--- config.mk ---
export PLATFORM = sky130hd
export DESIGN_NAME = instr_assembler_writer
export DESIGN_NICKNAME = d
export VERILOG_FILES = /design/src/rtl/riscv_enc_pkg.sv /design/src/rtl/instr_field_packer.sv /design/src/rtl/instr_assembler_writer.sv
export SDC_FILE = /design/constraint.sdc
export NUM_CORES = 1
export LEC_CHECK = 0
export BUFFER_PORTS_ARGS = -buffer_cell sky130_fd_sc_hd__buf_2
export CAP_MARGIN = 20
export CORE_MARGIN = 2
export CORE_UTILIZATION = 47
export DETAILED_ROUTE_END_ITERATION = 6
export PLACE_DENSITY = 0.87
export SETUP_SLACK_MARGIN = 0.4
export SLEW_MARGIN = 0
export SYNTH_ARGS = -nofsm -noshare
export SYNTH_HDL_FRONTEND = slang
export SYNTH_HIERARCHICAL = 1
export SYNTH_SLANG_ARGS = --single-unit
--- constraint.sdc ---
create_clock -name i_clk -period 2.2 [get_ports i_clk]
set_input_delay 0.33 -clock i_clk [delete_from_list [all_inputs] [get_ports i_clk]]
set_output_delay 0.33 -clock i_clk [all_outputs]
set_load 0.1 [all_outputs]
--- src/rtl/riscv_enc_pkg.sv ---
// rtl/riscv_enc_pkg.sv - RV32I format codes, opcode constants and writer FSM states
package riscv_enc_pkg;

  localparam logic [2:0] FMT_R = 3'd0;
  localparam logic [2:0] FMT_I = 3'd1;
  localparam logic [2:0] FMT_S = 3'd2;
  localparam logic [2:0] FMT_B = 3'd3;
  localparam logic [2:0] FMT_U = 3'd4;
  localparam logic [2:0] FMT_J = 3'd5;

  localparam logic [6:0] OP_R   = 7'h33;
  localparam logic [6:0] OP_I   = 7'h13;
  localparam logic [6:0] OP_LD  = 7'h03;
  localparam logic [6:0] OP_S   = 7'h23;
  localparam logic [6:0] OP_B   = 7'h63;
  localparam logic [6:0] OP_LUI = 7'h37;
  localparam logic [6:0] OP_JAL = 7'h6F;

  typedef enum logic [1:0] {
    LOAD  = 2'd0,
    DRAIN = 2'd1,
    FULL  = 2'd2
  } state_t;

endpackage

--- src/rtl/instr_field_packer.sv ---
// rtl/instr_field_packer.sv - combinational RV32I field packer, fmt + fields -> instruction word
module instr_field_packer
  import riscv_enc_pkg::*;
(
  input  logic [2:0]  i_fmt,
  input  logic [6:0]  i_opcode,
  input  logic [4:0]  i_rd,
  input  logic [2:0]  i_func3,
  input  logic [4:0]  i_rs1,
  input  logic [4:0]  i_rs2,
  input  logic [6:0]  i_func7,
  input  logic [31:0] i_imm,
  output logic [31:0] o_instr,
  output logic        o_legal
);

  always_comb begin
    o_instr = 32'h0;
    o_legal = 1'b1;
    case (i_fmt)
      FMT_R: o_instr = {i_func7, i_rs2, i_rs1, i_func3, i_rd, i_opcode};
      FMT_I: o_instr = {i_imm[11:0], i_rs1, i_func3, i_rd, i_opcode};
      FMT_S: o_instr = {i_imm[11:5], i_rs2, i_rs1, i_func3, i_imm[4:0], i_opcode};
      // B and J carry byte offsets; bit 0 is implicitly zero and dropped
      FMT_B: o_instr = {i_imm[12], i_imm[10:5], i_rs2, i_rs1, i_func3,
                        i_imm[4:1], i_imm[11], i_opcode};
      FMT_U: o_instr = {i_imm[31:12], i_rd, i_opcode};
      FMT_J: o_instr = {i_imm[20], i_imm[10:1], i_imm[11], i_imm[19:12], i_rd, i_opcode};
      default: o_legal = 1'b0;
    endcase
  end

endmodule

--- src/rtl/instr_assembler_writer.sv ---
// rtl/instr_assembler_writer.sv - packs field tuples into instruction words and streams them with byte addresses
module instr_assembler_writer
  import riscv_enc_pkg::*;
#(
  parameter int          DEPTH     = 64,
  parameter logic [31:0] BASE_ADDR = 32'h0000_0000,
  localparam int         CW        = $clog2(DEPTH + 1)
) (
  input  logic          i_clk,
  input  logic          i_reset,
  input  logic          i_in_valid,
  output logic          o_in_ready,
  input  logic [2:0]    i_in_fmt,
  input  logic [6:0]    i_in_opcode,
  input  logic [4:0]    i_in_rd,
  input  logic [2:0]    i_in_func3,
  input  logic [4:0]    i_in_rs1,
  input  logic [4:0]    i_in_rs2,
  input  logic [6:0]    i_in_func7,
  input  logic [31:0]   i_in_imm,
  output logic          o_out_valid,
  input  logic          i_out_ready,
  output logic [31:0]   o_out_instr,
  output logic [31:0]   o_out_addr,
  output logic [CW-1:0] o_count,
  output logic          o_full,
  output logic          o_fmt_err
);

  localparam logic [CW-1:0] LP_DEPTH = CW'(DEPTH);
  localparam logic [CW-1:0] LP_LAST  = CW'(DEPTH - 1);

  state_t        r_state;
  logic          r_out_valid;
  logic [31:0]   r_out_instr;
  logic [31:0]   r_out_addr;
  logic [31:0]   r_addr_ptr;
  logic [CW-1:0] r_count;
  logic [CW-1:0] r_acc_cnt;
  logic          r_full;
  logic          r_fmt_err;

  logic [31:0]   w_instr;
  logic          w_legal;
  logic          w_in_ready;
  logic          w_accept;
  logic          w_out_hs;

  instr_field_packer u_packer (
    .i_fmt    (i_in_fmt),
    .i_opcode (i_in_opcode),
    .i_rd     (i_in_rd),
    .i_func3  (i_in_func3),
    .i_rs1    (i_in_rs1),
    .i_rs2    (i_in_rs2),
    .i_func7  (i_in_func7),
    .i_imm    (i_in_imm),
    .o_instr  (w_instr),
    .o_legal  (w_legal)
  );

  // Accept while the output register is empty or being drained this cycle
  assign w_in_ready = (r_state == LOAD) && (!r_out_valid || i_out_ready);
  assign w_accept   = i_in_valid && w_in_ready;
  assign w_out_hs   = r_out_valid && i_out_ready;

  always_ff @(posedge i_clk) begin
    if (i_reset) begin
      r_state     <= LOAD;
      r_out_valid <= 1'b0;
      r_out_instr <= 32'h0;
      r_out_addr  <= 32'h0;
      r_addr_ptr  <= BASE_ADDR;
      r_count     <= '0;
      r_acc_cnt   <= '0;
      r_full      <= 1'b0;
      r_fmt_err   <= 1'b0;
    end else begin
      r_fmt_err <= 1'b0;
      if (w_out_hs) begin
        r_out_valid <= 1'b0;
        if (r_count != LP_DEPTH) r_count <= r_count + CW'(1);
      end
      // A legal accept overrides the clear above, keeping one word per cycle
      if (w_accept) begin
        if (w_legal) begin
          r_out_valid <= 1'b1;
          r_out_instr <= w_instr;
          r_out_addr  <= r_addr_ptr;
          r_addr_ptr  <= r_addr_ptr + 32'd4;
          r_acc_cnt   <= r_acc_cnt + CW'(1);
        end else begin
          r_fmt_err <= 1'b1;
        end
      end
      case (r_state)
        LOAD: begin
          if (w_accept && w_legal && (r_acc_cnt == LP_LAST)) r_state <= DRAIN;
        end
        DRAIN: begin
          if (w_out_hs) begin
            r_state <= FULL;
            r_full  <= 1'b1;
          end
        end
        default: begin
          r_state <= FULL;
          r_full  <= 1'b1;
        end
      endcase
    end
  end

  assign o_in_ready  = w_in_ready;
  assign o_out_valid = r_out_valid;
  assign o_out_instr = r_out_instr;
  assign o_out_addr  = r_out_addr;
  assign o_count     = r_count;
  assign o_full      = r_full;
  assign o_fmt_err   = r_fmt_err;

endmodule

==> results of run 1 <==
-- cell usage in the layout, fill, tap and decap left out, types with 6 or more instances in the layout --
cell type and count:
dfxtp_2 15, dfxtp_1 91, nor2b_1 7, and2_1 9, xnor2_1 7, buf_4 19
o31ai_1 18, or4_4 9, nor2_1 18, buf_2 141, a21oi_1 86, a22oi_1 16
inv_1 20, o22ai_1 6, or4_1 10, nand2_1 152, nand3_1 9, nand4_1 12
a21oi_2 7, o21ai_0 16, or3_1 7, clkbuf_8 9
-- power by group through the flow --
| stage | combinational [mW] | clock [mW] | sequential, mW |
|---|---|---|---|
| floorplan | 0.264 | 0 | 2.37 |
| global placement | 0.661 | 0 | 2.12 |
| detailed placement | 0.667 | 0 | 2.12 |
| CTS | 0.670 | 1.31 | 2.07 |
| global route | 0.715 | 1.41 | 2.08 |
| finish | 0.673 | 1.28 | 2.07 |
-- timing repair --
item	in CTS	in global routing
hold buffers	0	0
gates cloned	1	1
setup buffers	9	1
pin swaps	2	14
setup endpoints to repair	20	25
gates resized for setup	18	24
-- worst min-delay path by stage --
stage	endpoint	slack [ns]	cells after the start
after floorplan	r_state[0]	0.42	1
after global placement	o_full	0.43	2
after detailed placement	o_full	0.44	2
after CTS	o_fmt_err	0.21	3
after global routing	o_fmt_err	0.21	3
final	o_fmt_err	0.23	3
-- routing by layer --
layer	track usage	vias up	wire [µm]
met4	0.0974	0	296
met5	0	-	0
met2	0.374	162	6450
met1	0.282	2291	5480
met3	0.0541	26	784
li1	-	2444	-
-- metrics by stage --
step,utilization,power [mW],instance area [µm²]
3_3_place_gp,0.565,2.78,5830
2_1_floorplan,-,2.63,5080
3_5_place_dp,0.565,2.79,5830
4_1_cts,0.600,4.05,6190
5_1_grt,0.612,4.20,6320
6_report,0.612,4.03,6320
-- area by class of cell --
cell class              instances  share of cell area
well taps                     136              0.0269
multi-input cells             451               0.415
inverters                      20              0.0119
clock buffers                  10              0.0202
repair buffers                167               0.156
clock inverters                 6              0.0123
flip-flops and latches        111               0.357
-- registers in the layout (all words and copies together), names as in the netlist --
name,cells
o_count,7
o_fmt_err,1
o_full,1
o_out_addr,30
o_out_instr,32
o_out_valid,1
r_acc_cnt,7
r_addr_ptr,30
r_state,2
-- critical path: stages, from the launching register on --
cell and delay [ns]:
dfxtp_2 0.36, nand4_1 0.15, or4_4 0.62, clkbuf_16 0.19
or4_4 0.48, a21oi_2 0.13
-- cell families after synthesis --
group                      after synthesis
and+or+nand+nor                        259
adders and majority gates                4
AOI/OAI and AO/OA                      165
buffers and inverters                   67
xor gates and xnor gates                11
other                                    1
DFF                                    111
muxes                                   10
==> impl_metrics.json, run 1 <==
{
  "outcome": "completed",
  "grt-ovfl-total": 0,
  "synth_top_family_by_area": "simple AND/OR/NAND/NOR gates",
  "p_int_mw": 2.77,
  "fmax_mhz": 504,
  "cp-start-kind": "register",
  "antenna_cells": 0,
  "yosys.area.top_type": "dfxtp_1",
  "hold_class": "input port to register",
  "r2r_end": "r_addr_ptr[19]",
  "dieArea_mm2": 0.0114,
  "synth_compound_area_frac": 0.196,
  "async_flop_share": 0,
  "synth_xor_area_frac": 0.0193,
  "worstSetupEndpoint": "r_addr_ptr[19]",
  "r2r-start": "r_addr_ptr[8]",
  "clkSinkCount": 111,
  "placementRows": 37,
  "yosys_most_used_dff": "dfxtp_1",
  "pre_cts_slack_ns": 0.212,
  "grt_pass1_wl_um": 21100,
  "worstMarginPinSlew_ns": 0.610,
  "netSwitchingFraction": 0.313,
  "yosysTopAreaCellShare": 0.446,
  "seq_area_mm2": 0.00226,
  "pin_count": 146,
  "clk_latency_ns": 0.37,
  "ant_nets": 0,
  "grt_max_degree": 59,
  "seq_area_frac_synth": 0.446,
  "worst_slack_ns": 0.215,
  "grt_pass1_vias": 4514,
  "pwr-share-seq": 0.515,
  "worstSetupStartpoint": "r_addr_ptr[8]",
  "root_buffer": "clkbuf_8",
  "nNetsFinal": 835,
  "netlist_top_cells_area": "dfxtp_1 (45%), nand2_1 (12%), a21oi_1 (9.3%)",
  "period_minus_slack_ns": 1.99,
  "hold_viol": 0,
  "p_leak_nw": 2.58,
  "skew_ns": 0.0150,
  "min_from": "i_in_valid",
  "via_per_inst": 5.46,
  "setup_viol": 0,
  "hpwl_um": 8530,
  "synth-edff-count": 0,
  "clkPwrFrac": 0.318,
  "coreArea_mm2": 0.0103,
  "critPathCaptureType": "register",
  "dp.cells": 873,
  "ys_top_cells_by_count": "nand2_1 (153), dfxtp_1 (111), a21oi_1 (93)",
  "switching_power_mw": 1.26,
  "cts_buffer_depth": 2,
  "fin_cells": 901,
  "drtIter0Drc": 267,
  "irDropWorstVdd_uv": 359,
  "synth_fa_ha_area_frac": 0.0100,
  "netlist_instances": 628,
  "rsz0062_at_grt": "yes",
  "port-buffer-count": 143,
  "vias": 4923,
  "yosys_warnings": 6,
  "slew_violations": 0,
  "globalplace.congestion": 0.814,
  "cp.arrival_ns": 2.30,
  "muxShareOfSynthArea": 0.0236,
  "routed_wl_um": 13000,
  "clk_pin_slew_ns": 0.11,
  "cts_tree": "built",
  "slew-limit-headroom": 0.594,
  "track_usage": 0.227,
  "synth_simple_gate_area_frac": 0.245,
  "syn_avg_cell_area_um2": 7.94,
  "area_growth_pct": 26.8,
  "worstPathMaxFanout": 6,
  "reg2reg_depth": 5,
  "pwr-share-comb": 0.167,
  "die_w_um": 107,
  "antenna_found_initial": 0,
  "start_util": 0.483,
  "r2r_slack_ns": 0.21,
  "dr.pass1.iters": 5,
  "multi_input_area_mm2": 0.00262,
  "yosysMostFrequentCell": "nand2_1",
  "drv_cap": 0,
  "timing.final.crit_share": 0.902,
  "drt-wirelength-per-cell_um": 14.4,
  "synth_area_mm2": 0.00498,
  "final.setup.tns_ns": 0,
  "crit_type": "register to register",
  "synth.ff_latch_count": 111,
  "power_density_mw_per_mm2": 637,
  "required_ns": 2.52,
  "drc": 0,
  "yosysUniqueCellTypes": 41,
  "fillCellCount": 889,
  "cts_max_level": 3,
  "die_y_um": 107,
  "drive_gt1_frac": 0.315,
  "whs_ns": 0.230,
  "numCtsBuffers": 9
}
Power figures use the tool's default switching activity.
==> run 2: changes to the inputs <==
--- a/config.mk
+++ b/config.mk
@@ -11,6 +11,7 @@
 export CORE_UTILIZATION = 47
 export DETAILED_ROUTE_END_ITERATION = 6
 export PLACE_DENSITY = 0.87
+export RECOVER_POWER = 100
 export SETUP_SLACK_MARGIN = 0.4
 export SLEW_MARGIN = 0
 export SYNTH_ARGS = -nofsm -noshare
==> run 2 against run 1 <==
Compared with the run above:
- first-iteration DRC count grew 13%
- via count is 0.14% lower
- clock-buffer cell count unchanged
- non-clock buffer count did not move
- largest power group unchanged
- wire length rose by 0.11%
- sequential power barely moved
- largest cell class unchanged
- highest routed layer unchanged
- global-route usage unchanged
- register-to-register slack lost 0.03 ns
- sequential share of layout area rose by 0.96 points
- flip-flop and latch count stayed put
==> impl_metrics.json, run 2 (synthesis results as in run 1) <==
{
  "outcome": "completed",
  "rsz0062_at_grt": "yes",
  "coreArea_mm2": 0.0103,
  "via_per_inst": 5.46,
  "power_density_mw_per_mm2": 653,
  "worstPathMaxFanout": 6,
  "globalplace.congestion": 0.814,
  "antenna_found_initial": 0,
  "slew-limit-headroom": 0.190,
  "drt-wirelength-per-cell_um": 14.5,
  "final.setup.tns_ns": 0,
  "setup_viol": 0,
  "critPathCaptureType": "register",
  "area_growth_pct": 23.5,
  "design_area_mm2": 0.00616,
  "irDropWorstVdd_uv": 362,
  "placementRows": 37,
  "skew_ns": 0.0150,
  "pin_count": 146,
  "dieArea_mm2": 0.0114,
  "antenna_cells": 0,
  "port-buffer-count": 143,
  "vias": 4916,
  "crit_path_cell_trace": "nand4_1, or4_4, clkbuf_2, or4_4, a21oi_2",
  "p_total_mw": 4.02,
  "grt_pass1_vias": 4514,
  "clk_latency_ns": 0.37,
  "nNetsFinal": 835,
  "drc": 0,
  "crit_top_cell": "or4_4",
  "start_util": 0.483,
  "clkSinkCount": 111,
  "timing.final.crit_share": 0.918,
  "track_usage": 0.227,
  "drv_cap": 0,
  "crit_type": "register to register",
  "cp-start-kind": "register",
  "clk_pin_slew_ns": 0.11,
  "largest_register_ffs": 32,
  "cts_hold_buf": 0,
  "cts_max_level": 3,
  "fillCellCount": 926,
  "final_cell_mix": "nand2_1 (152), dfxtp_1 (91), a21oi_1 (86)",
  "grt_pass1_wl_um": 21100,
  "p_leak_nw": 2.31,
  "drive_gt1_frac": 0.251,
  "die_y_um": 107,
  "routed_wl_um": 13000,
  "hold_viol": 0,
  "root_buffer": "clkbuf_8",
  "slew_violations": 0,
  "cts_tree": "built",
  "dr.pass1.iters": 5,
  "die_w_um": 107,
  "critPathMaxStageDelay_ns": 0.59,
  "place_area_mm2": 0.00583,
  "grt-ovfl-total": 0,
  "worstMarginPinSlew_ns": 1.22,
  "final_common_cell": "nand2_1",
  "required_ns": 2.51,
  "hpwl_um": 8530,
  "cts_buffer_depth": 2,
  "grt_max_degree": 59,
  "fmax_mhz": 495,
  "ant_nets": 0,
  "hold_class": "input port to register",
  "drtIter0Drc": 302,
  "whs_ns": 0.232,
  "period_minus_slack_ns": 2.02,
  "cp.arrival_ns": 2.33,
  "slowest_stage": "or4_4",
  "numCtsBuffers": 9
}
==> run 2: cell count changes in the layout (fill, tap and decap cells not counted), sizes merged <==
cell / delta
buf: -80
clkbuf: +80
bufbuf: -1
clkdlybuf4s15: +1
==> run 2: worst max-delay path, delay by kind of cell (launching register included) <==
kind                   cells  cell delay (ns)
AO/OA/AOI/OAI              1             0.13
flip-flops                 1             0.35
buffers and inverters      1             0.23
AND/OR/NAND/NOR            3             1.25
==> run 2: layer usage <==
| metal | vias up | global-route usage | wire length (µm) |
|---|---|---|---|
| met3 | 26 | 0.0541 | 786 |
| met4 | 0 | 0.0974 | 296 |
| met5 | - | 0 | 0 |
| li1 | 2445 | - | - |
| met2 | 162 | 0.374 | 6420 |
| met1 | 2283 | 0.282 | 5530 |
==> run 2: worst paths after layout <==
| check | start | to | slack (ns) | cells past startpoint |
|---|---|---|---|---|
| worst min-delay path | i_in_valid | o_fmt_err | 0.23 | 3 |
| worst max-delay path | r_addr_ptr[8] | r_addr_ptr[19] | 0.18 | 5 |
| worst max register to register | r_addr_ptr[8] | r_addr_ptr[19] | 0.18 | 5 |
| worst min register to register | o_full | o_full | 0.45 | 2 |
==> run 2: report_power, final <==
part | internal (mW) | total (mW) | switching [mW]
clock | 0.550 | 1.28 | 0.734
combinational | 0.159 | 0.659 | 0.500
sequential | 2.05 | 2.07 | 0.0284
total | 2.76 | 4.02 | 1.26
==> run 2: cell type report <==
type,count,area (µm²),share of cell area
Multi-Input combinational cell,451,2610,0.423
Sequential cell,111,2260,0.367
Timing Repair Buffer,167,840,0.136
Tap cell,136,170,0.0276
Clock buffer,10,128,0.0207
Clock inverter,6,77.6,0.0126
Inverter,20,75.1,0.0122
==> run 2: timing repair <==
item                       CTS  global route
setup buffers                9             1
gates resized for setup     18            24
pin swaps                    2            14
setup endpoints to repair   20            25
cloned                       1             1
==> run 2: through the flow <==
| stage | instances | util | setup slack [ns] |
|---|---|---|---|
| after detailed placement | 873 | 0.565 | 0.212 |
| after CTS | 899 | 0.600 | 0.307 |
| after floorplan | 629 | - | 0.287 |
| after global routing | 901 | 0.596 | 0.0768 |
| after global placement | 873 | 0.565 | 0.258 |
| final | 901 | 0.596 | 0.181 |
==> run 3: changes to the inputs <==
--- a/config.mk
+++ b/config.mk
@@ -12,7 +12,7 @@
 export DETAILED_ROUTE_END_ITERATION = 6
 export PLACE_DENSITY = 0.87
 export RECOVER_POWER = 100
-export SETUP_SLACK_MARGIN = 0.4
+export SETUP_SLACK_MARGIN = 0.1
 export SLEW_MARGIN = 0
 export SYNTH_ARGS = -nofsm -noshare
 export SYNTH_HDL_FRONTEND = slang
==> run 3 against run 2 <==
Compared with the run above:
- final area shrank 3.9%
- non-clock buffer count down 6
- critical path type unchanged
- via count is 3.0% lower
- register-to-register slack got worse by 0.03 ns
- core utilization decreased by 2.4 points
- global-route usage shrank 1.5 points
- worst hold slack got worse by 0.012 ns
- flip-flop and latch count stayed put
- clock skew fell by 0.0027 ns
==> impl_metrics.json, run 3 (synthesis results as in run 1) <==
{
  "skew_ns": 0.0123,
  "nNetsFinal": 829,
  "grt-ovfl-total": 0,
  "timing.final.crit_share": 0.931,
  "ant_nets": 0,
  "die_y_um": 107,
  "clk_latency_ns": 0.37,
  "drt-wirelength-per-cell_um": 13.4,
  "drc": 0,
  "grt_pass1_vias": 4527,
  "pin_count": 146,
  "start_util": 0.483,
  "coreArea_mm2": 0.0103,
  "critPathCaptureType": "register",
  "rsz0062_at_grt": "no",
  "hold_class": "input port to register",
  "period_minus_slack_ns": 2.05,
  "cts_tree": "built",
  "fillCellCount": 993,
  "root_buffer": "clkbuf_8",
  "drtIter0Drc": 219,
  "largest_register_ffs": 32,
  "slew-limit-headroom": 0.201,
  "placementRows": 37,
  "area_growth_pct": 18.6,
  "final_cell_mix": "nand2_1 (153), dfxtp_1 (106), a21oi_1 (93)",
  "via_per_inst": 5.33,
  "crit_path_cell_trace": "nand4_2, or4_4, buf_4, nor4_1, mux2_2",
  "cts_max_level": 3,
  "dieArea_mm2": 0.0114,
  "post_cts_buffers": 0,
  "irDropWorstVdd_uv": 347,
  "drive_gt1_frac": 0.178,
  "hpwl_um": 8400,
  "netSwitchingFraction": 0.316,
  "seq_area_mm2": 0.00223,
  "p_int_mw": 2.62,
  "drv_cap": 0,
  "clkSinkCount": 111,
  "antenna_cells": 0,
  "pwr-share-seq": 0.542,
  "power_density_mw_per_mm2": 648,
  "track_usage": 0.212,
  "routed_wl_um": 12000,
  "cp.arrival_ns": 2.31,
  "cp-start-kind": "register",
  "antenna_found_initial": 0,
  "whs_ns": 0.221,
  "multi_input_area_mm2": 0.00248,
  "pwr-share-comb": 0.168,
  "crit_family": "simple AND/OR/NAND/NOR gates",
  "cts_hold_buf": 0,
  "final.setup.tns_ns": 0,
  "clk_pin_slew_ns": 0.10,
  "p_leak_nw": 2.14,
  "die_w_um": 107,
  "required_ns": 2.46,
  "grt_pass1_wl_um": 20200,
  "vias": 4770,
  "outcome": "completed",
  "crit_type": "register to register",
  "clkPwrFrac": 0.290,
  "worstMarginPinSlew_ns": 1.20,
  "hold_viol": 0,
  "slowest_stage": "or4_4",
  "cts_buffer_depth": 2,
  "setup_viol": 0,
  "numCtsBuffers": 9,
  "crit_buf_inv": 1,
  "worstPathMaxFanout": 9,
  "fmax_mhz": 488,
  "grt_max_degree": 51,
  "slew_violations": 0,
  "final_common_cell": "nand2_1",
  "globalplace.congestion": 0.823,
  "port-buffer-count": 143,
  "switching_power_mw": 1.21,
  "critPathMaxStageDelay_ns": 0.57,
  "dr.pass1.iters": 4
}
==> run 3: path summary, 6_finish.rpt <==
| kind | to | start | cells past startpoint | slack [ns] |
|---|---|---|---|---|
| setup reg to reg | r_addr_ptr[25] | r_addr_ptr[13] | 5 | 0.15 |
| hold reg to reg | o_out_addr[8] | o_out_addr[8] | 2 | 0.46 |
| setup / recovery | r_addr_ptr[25] | r_addr_ptr[13] | 5 | 0.15 |
| hold / removal | o_fmt_err | i_in_valid | 3 | 0.22 |
==> run 3: per-layer routing <==
metal | track usage | up-vias | share of wire
li1 | - | 2429 | -
met1 | 0.266 | 2193 | 0.45
met2 | 0.358 | 130 | 0.47
met3 | 0.0444 | 18 | 0.059
met4 | 0.0807 | 0 | 0.018
met5 | 0 | - | 0
==> run 3: tightest hold or removal path, stage by stage <==
cell	delay (ns)
buf_2	0.12
nand2_1	0.06
nor3_1	0.04
==> run 3: timing repair <==
action	4_1_cts	5_1_grt
gates resized for setup	1	9
setup endpoints to repair	1	13
pin swaps	0	0
==> run 3: area by class of cell <==
class / count / area share
clock buffer: 10 / 0.0216
clock inverter: 6 / 0.00804
inverter: 20 / 0.0127
multi-input combinational: 451 / 0.420
sequential: 111 / 0.377
tap: 136 / 0.0288
timing repair buffer: 161 / 0.131
==> run 3: power groups by stage <==
stage / Combinational, mW / Sequential (mW) / Clock (mW)
after detailed placement: 0.663 / 2.12 / 0
after global placement: 0.657 / 2.12 / 0
final: 0.646 / 2.08 / 1.11
after CTS: 0.664 / 2.08 / 1.15
after floorplan: 0.253 / 2.37 / 0
after global routing: 0.693 / 2.08 / 1.22
==> run 3: stage by stage <==
step                      std cells  power [mW]  setup slack (ns)   util  cell area, µm²
after floorplan                 629        2.62             0.152      -            4990
after global placement          879        2.78             0.167  0.564            5830
after detailed placement        879        2.79             0.120  0.564            5830
after CTS                       895        3.89             0.131  0.582            6000
after global routing            895        4.00            0.0388  0.573            5910
final                           895        3.83             0.151  0.573            5910
